## src/rtl/alu_div_sequencer_if.sv

```systemverilog
// rtl/alu_div_sequencer_if.sv - Divider request/response and shared add/sub ALU signal bundle.
// SIGNED_DIV_EN adds the sign_en request bit.
interface alu_div_sequencer_if #(
  parameter int n = 32
);
  logic         start;
  logic [n-1:0] dividend;
  logic [n-1:0] divisor;
`ifdef SIGNED_DIV_EN
  logic         sign_en;
`endif
  logic         busy;
  logic         done;
  logic         dz_err;
  logic [n-1:0] quotient;
  logic [n-1:0] remainder;
  logic [n-1:0] alu_a;
  logic [n-1:0] alu_b;
  logic         alu_ctrl;
  logic [n-1:0] alu_y;
  logic         alu_cb;

`ifdef SIGNED_DIV_EN
  modport slave (
    input  start, dividend, divisor, sign_en, alu_y, alu_cb,
    output busy, done, dz_err, quotient, remainder, alu_a, alu_b, alu_ctrl
  );
  modport master (
    output start, dividend, divisor, sign_en, alu_y, alu_cb,
    input  busy, done, dz_err, quotient, remainder, alu_a, alu_b, alu_ctrl
  );
`else
  modport slave (
    input  start, dividend, divisor, alu_y, alu_cb,
    output busy, done, dz_err, quotient, remainder, alu_a, alu_b, alu_ctrl
  );
  modport master (
    output start, dividend, divisor, alu_y, alu_cb,
    input  busy, done, dz_err, quotient, remainder, alu_a, alu_b, alu_ctrl
  );
`endif
endinterface

```

## src/rtl/alu_div_sequencer.sv

```systemverilog
// rtl/alu_div_sequencer.sv - Restoring divider sequencer that borrows the shared add/sub ALU.
// Define SIGNED_DIV_EN for the sign_en input and the FIX sign-correction state.
module alu_div_sequencer #(
  parameter int n = 32
) (
  input  logic               i_clk,
  input  logic               i_rst_n,
  alu_div_sequencer_if.slave bus
);
  localparam int CW = $clog2(n);

  typedef enum logic [1:0] {
    S_IDLE,
    S_BUSY,
    S_DONE
`ifdef SIGNED_DIV_EN
    , S_FIX
`endif
  } state_t;

  state_t        r_state;
  logic [n-1:0]  r_q;
  logic [n-1:0]  r_rem;
  logic [n-1:0]  r_d;
  logic [CW-1:0] r_cnt;
  logic          r_busy;
  logic          r_done;
  logic          r_dz_err;
  logic          r_alu_ctrl;
  logic [n-1:0]  r_quotient;
  logic [n-1:0]  r_remainder;
`ifdef SIGNED_DIV_EN
  logic          r_sign_en;
  logic          r_qneg;
  logic          r_rneg;
`endif

  logic [n:0]    w_sh;
  logic          w_sub_ok;
  logic [n-1:0]  w_rem_nx;
  logic [n-1:0]  w_q_nx;
  logic          w_last;
  logic [n-1:0]  w_dvd_in;
  logic [n-1:0]  w_dvs_in;
  logic          w_need_fix;

  // Shifted partial remainder keeps its carry-out bit: if set, it exceeds any n-bit divisor.
  assign w_sh     = {r_rem, r_q[n-1]};
  assign w_sub_ok = w_sh[n] | ~bus.alu_cb;
  assign w_rem_nx = w_sub_ok ? bus.alu_y : w_sh[n-1:0];
  assign w_q_nx   = {r_q[n-2:0], w_sub_ok};
  assign w_last   = (r_cnt == CW'(n - 1));

`ifdef SIGNED_DIV_EN
  function automatic logic [n-1:0] f_neg(input logic [n-1:0] x);
    return ~x + {{(n-1){1'b0}}, 1'b1};
  endfunction

  logic w_dvd_neg;
  logic w_dvs_neg;
  assign w_dvd_neg  = bus.sign_en & bus.dividend[n-1];
  assign w_dvs_neg  = bus.sign_en & bus.divisor[n-1];
  assign w_dvd_in   = w_dvd_neg ? f_neg(bus.dividend) : bus.dividend;
  assign w_dvs_in   = w_dvs_neg ? f_neg(bus.divisor) : bus.divisor;
  assign w_need_fix = r_sign_en;
`else
  assign w_dvd_in   = bus.dividend;
  assign w_dvs_in   = bus.divisor;
  assign w_need_fix = 1'b0;
`endif

  assign bus.busy      = r_busy;
  assign bus.done      = r_done;
  assign bus.dz_err    = r_dz_err;
  assign bus.quotient  = r_quotient;
  assign bus.remainder = r_remainder;
  assign bus.alu_a     = w_sh[n-1:0];
  assign bus.alu_b     = r_d;
  assign bus.alu_ctrl  = r_alu_ctrl;

  always_ff @(posedge i_clk or negedge i_rst_n) begin
    if (!i_rst_n) begin
      r_state     <= S_IDLE;
      r_q         <= '0;
      r_rem       <= '0;
      r_d         <= '0;
      r_cnt       <= '0;
      r_busy      <= 1'b0;
      r_done      <= 1'b0;
      r_dz_err    <= 1'b0;
      r_alu_ctrl  <= 1'b0;
      r_quotient  <= '0;
      r_remainder <= '0;
`ifdef SIGNED_DIV_EN
      r_sign_en   <= 1'b0;
      r_qneg      <= 1'b0;
      r_rneg      <= 1'b0;
`endif
    end else begin
      r_done <= 1'b0;
      case (r_state)
        S_IDLE, S_DONE: begin
          if (bus.start) begin
            r_q   <= w_dvd_in;
            r_d   <= w_dvs_in;
            r_rem <= '0;
            r_cnt <= '0;
`ifdef SIGNED_DIV_EN
            r_sign_en <= bus.sign_en;
            r_qneg    <= w_dvd_neg ^ w_dvs_neg;
            r_rneg    <= w_dvd_neg;
`endif
            if (bus.divisor == '0) begin
              // Divide-by-zero resolves on the accept edge without touching the ALU.
              r_state     <= S_DONE;
              r_done      <= 1'b1;
              r_dz_err    <= 1'b1;
              r_quotient  <= '1;
              r_remainder <= bus.dividend;
              r_busy      <= 1'b0;
              r_alu_ctrl  <= 1'b0;
            end else begin
              r_state    <= S_BUSY;
              r_busy     <= 1'b1;
              r_alu_ctrl <= 1'b1;
            end
          end else begin
            r_state <= S_IDLE;
          end
        end

        S_BUSY: begin
          r_rem <= w_rem_nx;
          r_q   <= w_q_nx;
          r_cnt <= r_cnt + CW'(1);
          if (w_last) begin
            r_alu_ctrl <= 1'b0;
            if (w_need_fix) begin
`ifdef SIGNED_DIV_EN
              r_state <= S_FIX;
`endif
            end else begin
              r_state     <= S_DONE;
              r_busy      <= 1'b0;
              r_done      <= 1'b1;
              r_dz_err    <= 1'b0;
              r_quotient  <= w_q_nx;
              r_remainder <= w_rem_nx;
            end
          end
        end

`ifdef SIGNED_DIV_EN
        S_FIX: begin
          r_state     <= S_DONE;
          r_busy      <= 1'b0;
          r_done      <= 1'b1;
          r_dz_err    <= 1'b0;
          r_quotient  <= r_qneg ? f_neg(r_q) : r_q;
          r_remainder <= r_rneg ? f_neg(r_rem) : r_rem;
        end
`endif

        default: begin
          r_state    <= S_IDLE;
          r_busy     <= 1'b0;
          r_alu_ctrl <= 1'b0;
        end
      endcase
    end
  end
endmodule

```

## src/flat_wrapper.sv

```systemverilog
// flat-port wrapper written by rule: the top's interface ports become plain ports
module alu_div_sequencer_flat 
#(
  parameter int n = 32
)
  (i_clk, i_rst_n, bus_start, bus_dividend, bus_divisor, bus_alu_y, bus_alu_cb, bus_busy, bus_done, bus_dz_err, bus_quotient, bus_remainder, bus_alu_a, bus_alu_b, bus_alu_ctrl);
  alu_div_sequencer_if #(.n(n)) bus_i ();
  input  logic i_clk;
  input  logic i_rst_n;
  input wire logic [$bits(bus_i.start)-1:0] bus_start;
  input wire logic [$bits(bus_i.dividend)-1:0] bus_dividend;
  input wire logic [$bits(bus_i.divisor)-1:0] bus_divisor;
  input wire logic [$bits(bus_i.alu_y)-1:0] bus_alu_y;
  input wire logic [$bits(bus_i.alu_cb)-1:0] bus_alu_cb;
  output wire logic [$bits(bus_i.busy)-1:0] bus_busy;
  output wire logic [$bits(bus_i.done)-1:0] bus_done;
  output wire logic [$bits(bus_i.dz_err)-1:0] bus_dz_err;
  output wire logic [$bits(bus_i.quotient)-1:0] bus_quotient;
  output wire logic [$bits(bus_i.remainder)-1:0] bus_remainder;
  output wire logic [$bits(bus_i.alu_a)-1:0] bus_alu_a;
  output wire logic [$bits(bus_i.alu_b)-1:0] bus_alu_b;
  output wire logic [$bits(bus_i.alu_ctrl)-1:0] bus_alu_ctrl;
  assign bus_i.start = bus_start;
  assign bus_i.dividend = bus_dividend;
  assign bus_i.divisor = bus_divisor;
  assign bus_i.alu_y = bus_alu_y;
  assign bus_i.alu_cb = bus_alu_cb;
  assign bus_busy = bus_i.busy;
  assign bus_done = bus_i.done;
  assign bus_dz_err = bus_i.dz_err;
  assign bus_quotient = bus_i.quotient;
  assign bus_remainder = bus_i.remainder;
  assign bus_alu_a = bus_i.alu_a;
  assign bus_alu_b = bus_i.alu_b;
  assign bus_alu_ctrl = bus_i.alu_ctrl;
  alu_div_sequencer #(.n(n)) u_core (.i_clk(i_clk), .i_rst_n(i_rst_n), .bus(bus_i));
endmodule
```

## config.mk

```make
export PLATFORM = sky130hd
export DESIGN_NAME = alu_div_sequencer_flat
export DESIGN_NICKNAME = d
export VERILOG_FILES = /design/src/rtl/alu_div_sequencer_if.sv /design/src/rtl/alu_div_sequencer.sv /design/src/flat_wrapper.sv
export SDC_FILE = /design/constraint.sdc
export NUM_CORES = 1
export LEC_CHECK = 0
export CAP_MARGIN = 30
export CORE_MARGIN = 3
export CORE_UTILIZATION = 32
export DETAILED_ROUTE_END_ITERATION = 7
export PLACE_DENSITY = 0.6
export SYNTH_ARGS = -nofsm -noshare
export SYNTH_HDL_FRONTEND = slang
export SYNTH_SLANG_ARGS = --single-unit
export TNS_END_PERCENT = 1
```

## constraint.sdc

```tcl
create_clock -name i_clk -period 2.5 [get_ports i_clk]
set_clock_uncertainty 0.15 [all_clocks]
set_input_delay 0.5 -clock i_clk [delete_from_list [all_inputs] [get_ports i_clk]]
set_output_delay 0.5 -clock i_clk [all_outputs]
set_load 0.03 [all_outputs]
```

== Word level (Yosys, flattened, before mapping) ==
Cells that the tools add are included.

* Reductions and logical operators: 8
* Divide/modulo/power cells: 0
* $add $sub $neg: 1
* Shifts and indexed selects: 0
* Equal/unequal tests: 6
* Multipliers: 0
* Order comparisons: 0
* Bitwise operators: 2
* Muxes and demuxes: 30

{| class="wikitable"
|+ Operator list
! cell !! count
|-
| 2-to-1 mux 32 bit || 9
|-
| one-hot mux 32 bit (2 select lines) || 4
|-
| logical NOT 32 bit || 1
|-
| one-hot mux 5 bit (2 select lines) || 1
|-
| 2-to-1 mux 1 bit || 8
|-
| 2-to-1 mux 2 bit || 3
|-
| one-hot mux 1 bit (2 select lines) || 3
|-
| AND reduction 2 bit || 3
|-
| adder 5 x 1 -> 5 bit, second input constant || 1
|-
| == test 5 bit, second input constant || 1
|-
| 2-to-1 mux 5 bit || 1
|-
| != test 2 x 1 -> 1 bit, second input constant || 2
|-
| one-hot mux 2 bit (2 select lines) || 1
|-
| AND reduction 4 bit || 1
|-
| == test 2 x 1 -> 1 bit, second input constant || 1
|-
| == test 2 bit, second input constant || 1
|-
| logical NOT 2 bit || 1
|-
| != test 2 bit, second input constant || 1
|-
| nonzero test 2 bit || 1
|-
| OR reduction 2 bit || 1
|-
| inverter 1 bit || 1
|-
| OR 1 bit || 1
|}

* ROM bits: 0
* Bits in writable memories: 0
* Memories kept: 0
* Output and inout port bits: 132
* Flip-flop bits (word level): 170
* Input bits: 100
* Word-level logic and storage cells: 57
* Latch bits: 0

== Logic depth before layout (Yosys ltp) ==
Gate-level depths: netlist of run 1.

* Depth after elaboration: 5
* Gate-level depth with buffers: 8
* Mapped depth without buffers: 7

== Least setup slack after synthesis of run 1 ==
OpenSTA, ideal clock, no wires.

* Kind: register to register
* Start: register u_core.r_cnt[0]
* End: register u_core.r_remainder[10], in the netlist u_core.bus.remainder[10]
* Stages on the path, launching flop included: 9
* Arrival: 1894 ps
* Period minus slack after synthesis: 2169 ps
* Library setup time: 125 ps
* Path buffers: 1
* Slack: 331 ps
* Required time: 2225 ps
* Cells stage by stage: dfrtp_1 -> ha_1 -> and3_1 -> ha_1 -> inv_1 -> nor2_2 -> a31oi_4 -> buf_6 -> mux2_4

* Cells in the longest elaborated chain, start to end: 3

{| class="wikitable"
|+ Ends and longest elaborated chain
! element !! RTL line !! RTL
|-
| start, declared || alu_div_sequencer.sv:25 || <nowiki>logic [CW-1:0] r_cnt;</nowiki>
|-
| start signal, assigned || alu_div_sequencer.sv:135 || <nowiki>r_cnt <= r_cnt + CW'(1);</nowiki>
|-
| == test 5 bit || alu_div_sequencer.sv:52 || <nowiki>assign w_last = (r_cnt == CW'(n - 1));</nowiki>
|-
| != test 2 x 1 -> 1 bit (no line) || n/a ||
|-
| AND reduction 4 bit (no line) || n/a ||
|-
| end signal, assigned || alu_div_sequencer.sv:119 || <nowiki>r_remainder <= bus.dividend;</nowiki>
|-
| end signal, assigned || alu_div_sequencer.sv:148 || <nowiki>r_remainder <= w_rem_nx;</nowiki>
|-
| end, declared || alu_div_sequencer.sv:31 || <nowiki>logic [n-1:0] r_remainder;</nowiki>
|}

No other way between the ends.
A chain may end at the register's enable or synchronous reset.

== Final worst setup path of run 1 ==
* Start: register u_core.r_cnt[0]
* End: register u_core.r_remainder[2], in the netlist u_core.bus.remainder[2]

Same word-level chain as after synthesis.

==> metrics.yaml, run 1 <==
path_max_fanout: 22
postLayoutCellArea_mm2: 0.01094
cp.arrival_ns: 2.51
placed_area_mm2: 0.01032
via_count: 6273
synth_nets: 914
cp_slowest_cell: "dfrtp_1"
regArea_mm2: 0.004254
p_int_mw: 8.027
synth_xor_area_share_pct: 0
num-fill-cells: 2313
tightest_slew_ns: 0.4687
dp_hpwl_um: 15200
ys_seq_area_share_pct: 55.19
drive_gt1_share_pct: 9.941
cts.clk_slew.worst_paths_ns: 0.07
power_per_cell_area_mw_per_mm2: 1231
rows: 56
synth_top_area_cell: "dfrtp_1"
cap_violations: 0
synth_flop_cell: "dfrtp_1"
fp.dieW_um: 161.2
synth_top_cell_area_share_pct: 55.19
rsz0062_at_grt: "no"
synth-adder-area-share_pct: 0.3247
peakVddDrop_v: 0.0006015
yosysWarnings: 0
synthArstFlopShare_pct: 100.0
final_cell_mix: "230 x clkdlybuf4s50_1, 194 x nand2_1, 170 x dfrtp_1"
gp_congestion: 0.7530
criticalPathCategory: "register to register"
switching_share_pct: 40.37
synth_area_leaders: "dfrtp_1 55%, nand2_1 9.4%, nor2_1 6.3%"
grt_start_max_net_pins: 98
clock_power_share_pct: 20.6
p_leak_nw: 4.743
drtIter0Drc: 304
synth_edf_count: 0
synth_compound_area_share_pct: 10.18
clk_latency_ns: 0.42
clock-sinks: 170
wl_per_cell_um: 16.48
pin_count: 232
layout_commonest_cell: "clkdlybuf4s50_1"
design.core.area_mm2: 0.02354
globalRouteOverflowTotal: 0
crit_chain: "ha_1 > and3_1 > ha_1 > inv_1 > nor2_4 > a31oi_4 > buf_12 > mux2_2"
synth-simple-area-share_pct: 17.65
start_util_pct: 32.74
setup_ws_ns: 0.1421
finish.net_count: 1105
rrSetupSlack_ns: 0.14
hold_viol: 0
setup_viol: 0
cts_tree: "built"
yosys_register_bits: 170
netlist_instances: 812
htreeDepth: 4
p_sw_mw: 5.434
cp_common_cell: "ha_1"
yosys-mux-area-fraction_pct: 10.19
syn_area_per_cell_um2: 9.492
grt_pass1_wl_um: 35410
cp-end-kind: "register"
die-area_mm2: 0.02598
pwr-share-comb_pct: 45.8
cts_buffers: 17
cts_resized: 0
via_per_inst: 4.699
fin_crit_ns: 2.358
critPathTopFamily: "adder cells"
grt_antenna_before_repair: 0
cts_root_buf: "clkbuf_16"
multi_input_area_mm2: 0.003003
wirelength_um: 22010
clock_path_buffers: 2
drt_first_pass_iters: 5
post-route-period-util_pct: 94.32
outcome: "complete, no violations"
drcViolationCount: 0
dp_cells: 1302
layout.cells.non_filler: 1335
synth_cell_types: 33
hold_class: "register to register"
area.growth.synth_to_final_pct: 41.90
power_frac_seq_pct: 33.5
fmax_mhz: 424.1
final_antenna_net_count: 0
slew_violations: 0
critPathBufInv: 2
synth.cell_area_mm2: 0.007707
n_antenna_cell: 0
synth_top_family_by_area: "simple AND/OR/NAND/NOR gates"
relSlewSlack_pct: 68.75
io_buffers: 231
grt_pass1_vias: 6236
crit_required_ns: 2.65
die_h_um: 161.2
hold_slack_ns: 0.3213
power.total_mw: 13.46
gr-usage-all-layers_pct: 17.14
preCtsSetupSlack_ns: -0.2804
critPathLaunchType: "register"
max_stage_delay_ns: 0.41
-- Yosys cell counts (4+ instances only) --
library cell    n
a21oi_1        65
a31oi_1        31
buf_1           4
buf_2          14
buf_4          33
clkbuf_1       31
dfrtp_1       170
inv_1           4
mux2_2          4
mux2_4         28
mux2i_1        32
nand2_1       194
nor2_1        129
nor2b_1         4
nor4_1          8
o21ai_0        36
-- stage by stage --
step	util (%)	TNS [ns]
finish	46.46	0
global route	46.46	0
CTS	46.46	0
detailed placement	43.82	-13.64
global placement	43.71	-10.91
floorplan	-	0
-- worst reg2reg max path: cells and delay by family, from the launching register on --
kind,cells,cell delay [ns]
adders and majority gates,2,0.47
DFF,1,0.41
buffers and inverters,2,0.39
muxes,1,0.37
and+or+nand+nor,2,0.25
AOI/OAI and AO/OA,1,0.21
-- worst paths after layout --
path,start,endpoint,cells past startpoint
max in group asynchronous,i_rst_n,u_core.r_q[3]$_DFFE_PN0P_,3
hold / removal,u_core.bus.alu_b[21]$_DFFE_PN0P_,u_core.bus.alu_b[21]$_DFFE_PN0P_,2
setup reg to reg,u_core.r_cnt[0]$_DFFE_PN0P_,u_core.bus.remainder[2]$_DFFE_PN0P_,8
hold reg to reg,u_core.bus.alu_b[21]$_DFFE_PN0P_,u_core.bus.alu_b[21]$_DFFE_PN0P_,2
setup / recovery,u_core.r_cnt[0]$_DFFE_PN0P_,u_core.bus.remainder[2]$_DFFE_PN0P_,8
min in group asynchronous,i_rst_n,u_core.bus.alu_b[26]$_DFFE_PN0P_,2
-- cells by family (layout without fill, tap and decap cells) --
group | after synthesis | count (layout)
AOI/OAI and AO/OA | 141 | 141
DFF | 170 | 170
and+or+nand+nor | 346 | 346
buffers and inverters | 89 | 293
muxes | 64 | 64
adders and majority gates | 2 | 2
-- power groups by stage --
stage | clock network, mW | logic, mW | registers [mW]
after global placement | 0 | 6.14 | 4.54
final | 2.78 | 6.17 | 4.51
after CTS | 2.86 | 6.26 | 4.52
after detailed placement | 0 | 6.25 | 4.55
after global routing | 2.97 | 6.67 | 4.67
after floorplan | 0 | 3.07 | 5.40
-- sequential cells by signal, summed over array words and instances (netlist names) --
signal / cells
u_core.r_rem: 32
u_core.bus.dz_err: 1
u_core.bus.alu_b: 32
u_core.bus.busy: 1
u_core.bus.remainder: 32
u_core.r_q: 32
u_core.bus.quotient: 32
u_core.bus.done: 1
u_core.r_state: 2
u_core.r_cnt: 5
-- routing by layer --
| layer | track usage [%] | routed length, µm |
|---|---|---|
| met1 | 23.79 | 10200 |
| met2 | 26.74 | 10090 |
| met3 | 5.309 | 1548 |
| met4 | 3.402 | 170 |
| met5 | 0 | 0 |
-- area by class of cell --
cell class	count	share of cell area, %
Sequential cell	170	38.90
Multi-Input combinational cell	553	27.46
Timing Repair Buffer	257	24.29
Clock buffer	19	4.050
Tap cell	319	3.649
Clock inverter	13	1.522
Inverter	4	0.1373
-- repair_timing --
action | CTS | global route
setup buffers | 0 | 0
endpoints found under the hold margin | 38 | 0
hold buffers | 1 | 0
Note: power is estimated with default switching activity, not from simulation.
==> inputs of run 2 (changes only) <==
CAP_MARGIN = 20   (was 30)
==> run 2 against run 1 <==
  * Critical path type unchanged
  * Design area down 0.34%
  * Combinational power down 0.8%
  * Sequential power about the same
  * Total power down 0.62%
  * Setup slack worse by 0.0076 ns
==> metrics.yaml, run 2 (synthesis results as in run 1) <==
post-route-period-util_pct: 94.62  # was 94.32%
cap_violations: 0  # unchanged
cts_root_buf: "clkbuf_16"  # unchanged
pin_count: 232  # unchanged
power_per_cell_area_mw_per_mm2: 1227  # was 1231 mW/mm²
hold_viol: 0  # unchanged
timing.rr.end: "u_core.bus.remainder[1]$_DFFE_PN0P_"  # was u_core.bus.remainder[2]$_DFFE_PN0P_
cp-end-kind: "register"  # unchanged
design.core.area_mm2: 0.02354  # unchanged
area.growth.synth_to_final_pct: 41.41  # was 41.90%
whs_endpoint: "u_core.bus.alu_b[27]$_DFFE_PN0P_"  # was u_core.bus.alu_b[21]$_DFFE_PN0P_
criticalPathCategory: "register to register"  # unchanged
cts_resized: 0  # unchanged
hold_path_depth: 2  # unchanged
tightest_slew_ns: 1.054  # was 0.4687 ns
cts.clk_slew.worst_paths_ns: 0.07  # about the same
rows: 56  # unchanged
grt_pass1_wl_um: 35650  # was 35410 µm
clock-sinks: 170  # unchanged
dp_hpwl_um: 15090  # was 15200 µm
rsz0062_at_grt: "no"  # unchanged
path_max_fanout: 22  # unchanged
final_antenna_net_count: 0  # unchanged
final_cell_mix: "230 x clkdlybuf4s50_1, 194 x nand2_1, 170 x dfrtp_1"  # unchanged
start_util_pct: 32.74  # unchanged
grt_antenna_before_repair: 0  # unchanged
crit-reg2reg-launch: "u_core.r_cnt[0]$_DFFE_PN0P_"  # unchanged
setup_viol: 0  # unchanged
wl_per_cell_um: 16.50  # was 16.48 µm
hold_class: "register to register"  # unchanged
p_leak_nw: 4.727  # was 4.743 nW
drcViolationCount: 0  # unchanged
grt_start_max_net_pins: 98  # unchanged
drt_first_pass_iters: 6  # was 5
gp_congestion: 0.7530  # unchanged
power.total_mw: 13.38  # was 13.46 mW
via_count: 6200  # was 6273
globalRouteOverflowTotal: 0  # unchanged
peakVddDrop_v: 0.0005914  # was 0.0006015 V
fin_crit_ns: 2.365  # was 2.358 ns
fmax_mhz: 422.7  # was 424.1 MHz
crit_required_ns: 2.65  # about the same
layout_commonest_cell: "clkdlybuf4s50_1"  # unchanged
rr_worst_depth: 8  # unchanged
gr-usage-all-layers_pct: 17.25  # was 17.14%
n_antenna_cell: 0  # unchanged
die_h_um: 161.2  # unchanged
die-area_mm2: 0.02598  # unchanged
critPathLaunchType: "register"  # unchanged
io_buffers: 231  # unchanged
final_util_pct: 46.30  # was 46.46%
htreeDepth: 4  # unchanged
grt_pass1_vias: 6273  # was 6236
cp.arrival_ns: 2.52  # was 2.51 ns
hold_start: "u_core.bus.alu_b[27]$_DFFE_PN0P_"  # was u_core.bus.alu_b[21]$_DFFE_PN0P_
relSlewSlack_pct: 29.58  # was 68.75%
outcome: "complete, no violations"  # unchanged
finish.net_count: 1104  # was 1105
hold_buffers: 1  # unchanged
wirelength_um: 22010  # about the same
cts_tree: "built"  # unchanged
clk_latency_ns: 0.43  # was 0.42 ns
drtIter0Drc: 279  # was 304
cts_buffers: 17  # unchanged
postCtsSetupBuffers: 0  # unchanged
rrSetupSlack_ns: 0.13  # was 0.14 ns
drive_gt1_share_pct: 9.951  # was 9.941%
clock_path_buffers: 2  # unchanged
via_per_inst: 4.648  # was 4.699
fp.dieW_um: 161.2  # unchanged
slew_violations: 0  # unchanged
## run 2: stage by stage
stage               setup slack [ns]  hold WS, ns  cell area (µm²)  setup TNS (ns)  instances
CTS                           0.1188       0.3290            10900               0       1334
global placement             -0.2431       0.3058            10290          -10.91       1301
detailed placement           -0.2008       0.3048            10290          -8.292       1301
finish                        0.1345       0.3247            10900               0       1334
global route                 0.05110       0.3442            10900               0       1334
floorplan                     0.3314      0.05441             7707               0        812
## run 2: worst max path at each step
stage | cells past startpoint | from | endpoint
6_report | 8 | u_core.r_cnt[0]$_DFFE_PN0P_ | u_core.bus.remainder[1]$_DFFE_PN0P_
3_3_place_gp | 7 | bus_divisor[2] | u_core.bus.remainder[6]$_DFFE_PN0P_
2_1_floorplan | 8 | u_core.r_cnt[0]$_DFFE_PN0P_ | u_core.bus.remainder[10]$_DFFE_PN0P_
4_1_cts | 8 | u_core.r_cnt[0]$_DFFE_PN0P_ | u_core.bus.remainder[1]$_DFFE_PN0P_
3_5_place_dp | 7 | bus_divisor[2] | u_core.bus.remainder[4]$_DFFE_PN0P_
5_1_grt | 8 | u_core.r_cnt[0]$_DFFE_PN0P_ | u_core.bus.remainder[1]$_DFFE_PN0P_
## run 2: where the power goes
group / internal (mW) / leakage [nW] / switching, mW
Combinational: 2.59 / 2.52 / 3.53
Sequential: 3.79 / 1.91 / 0.731
Clock: 1.53 / 0.291 / 1.21
Total: 7.90 / 4.73 / 5.47
## run 2: routing by layer
layer,share of wire [%],up-vias,global-route usage [%],routed length [µm]
li1,-,3046,-,-
met1,47,2965,23.50,10240
met2,46,168,27.15,10070
met3,6.5,21,5.386,1433
met4,1.2,0,3.950,262
met5,0,-,0,0
## run 2: worst max-delay path, stage by stage, from the launching register on
cell     delay [ns]
dfrtp_1        0.41
ha_1           0.23
and3_1         0.19
ha_1           0.24
inv_1          0.13
nor2_4         0.06
a31oi_4        0.21
buf_12         0.24
mux2_2         0.36
## run 2: final cells by class
| type | count | area (µm²) |
|---|---|---|
| Tap cell | 319 | 399.1 |
| Fill cell | 2308 | 12640 |
| Timing Repair Buffer | 256 | 2629 |
| Sequential cell | 170 | 4254 |
| Clock inverter | 14 | 160.2 |
| Multi-Input combinational cell | 553 | 3003 |
| Clock buffer | 18 | 439.2 |
| Inverter | 4 | 15.01 |
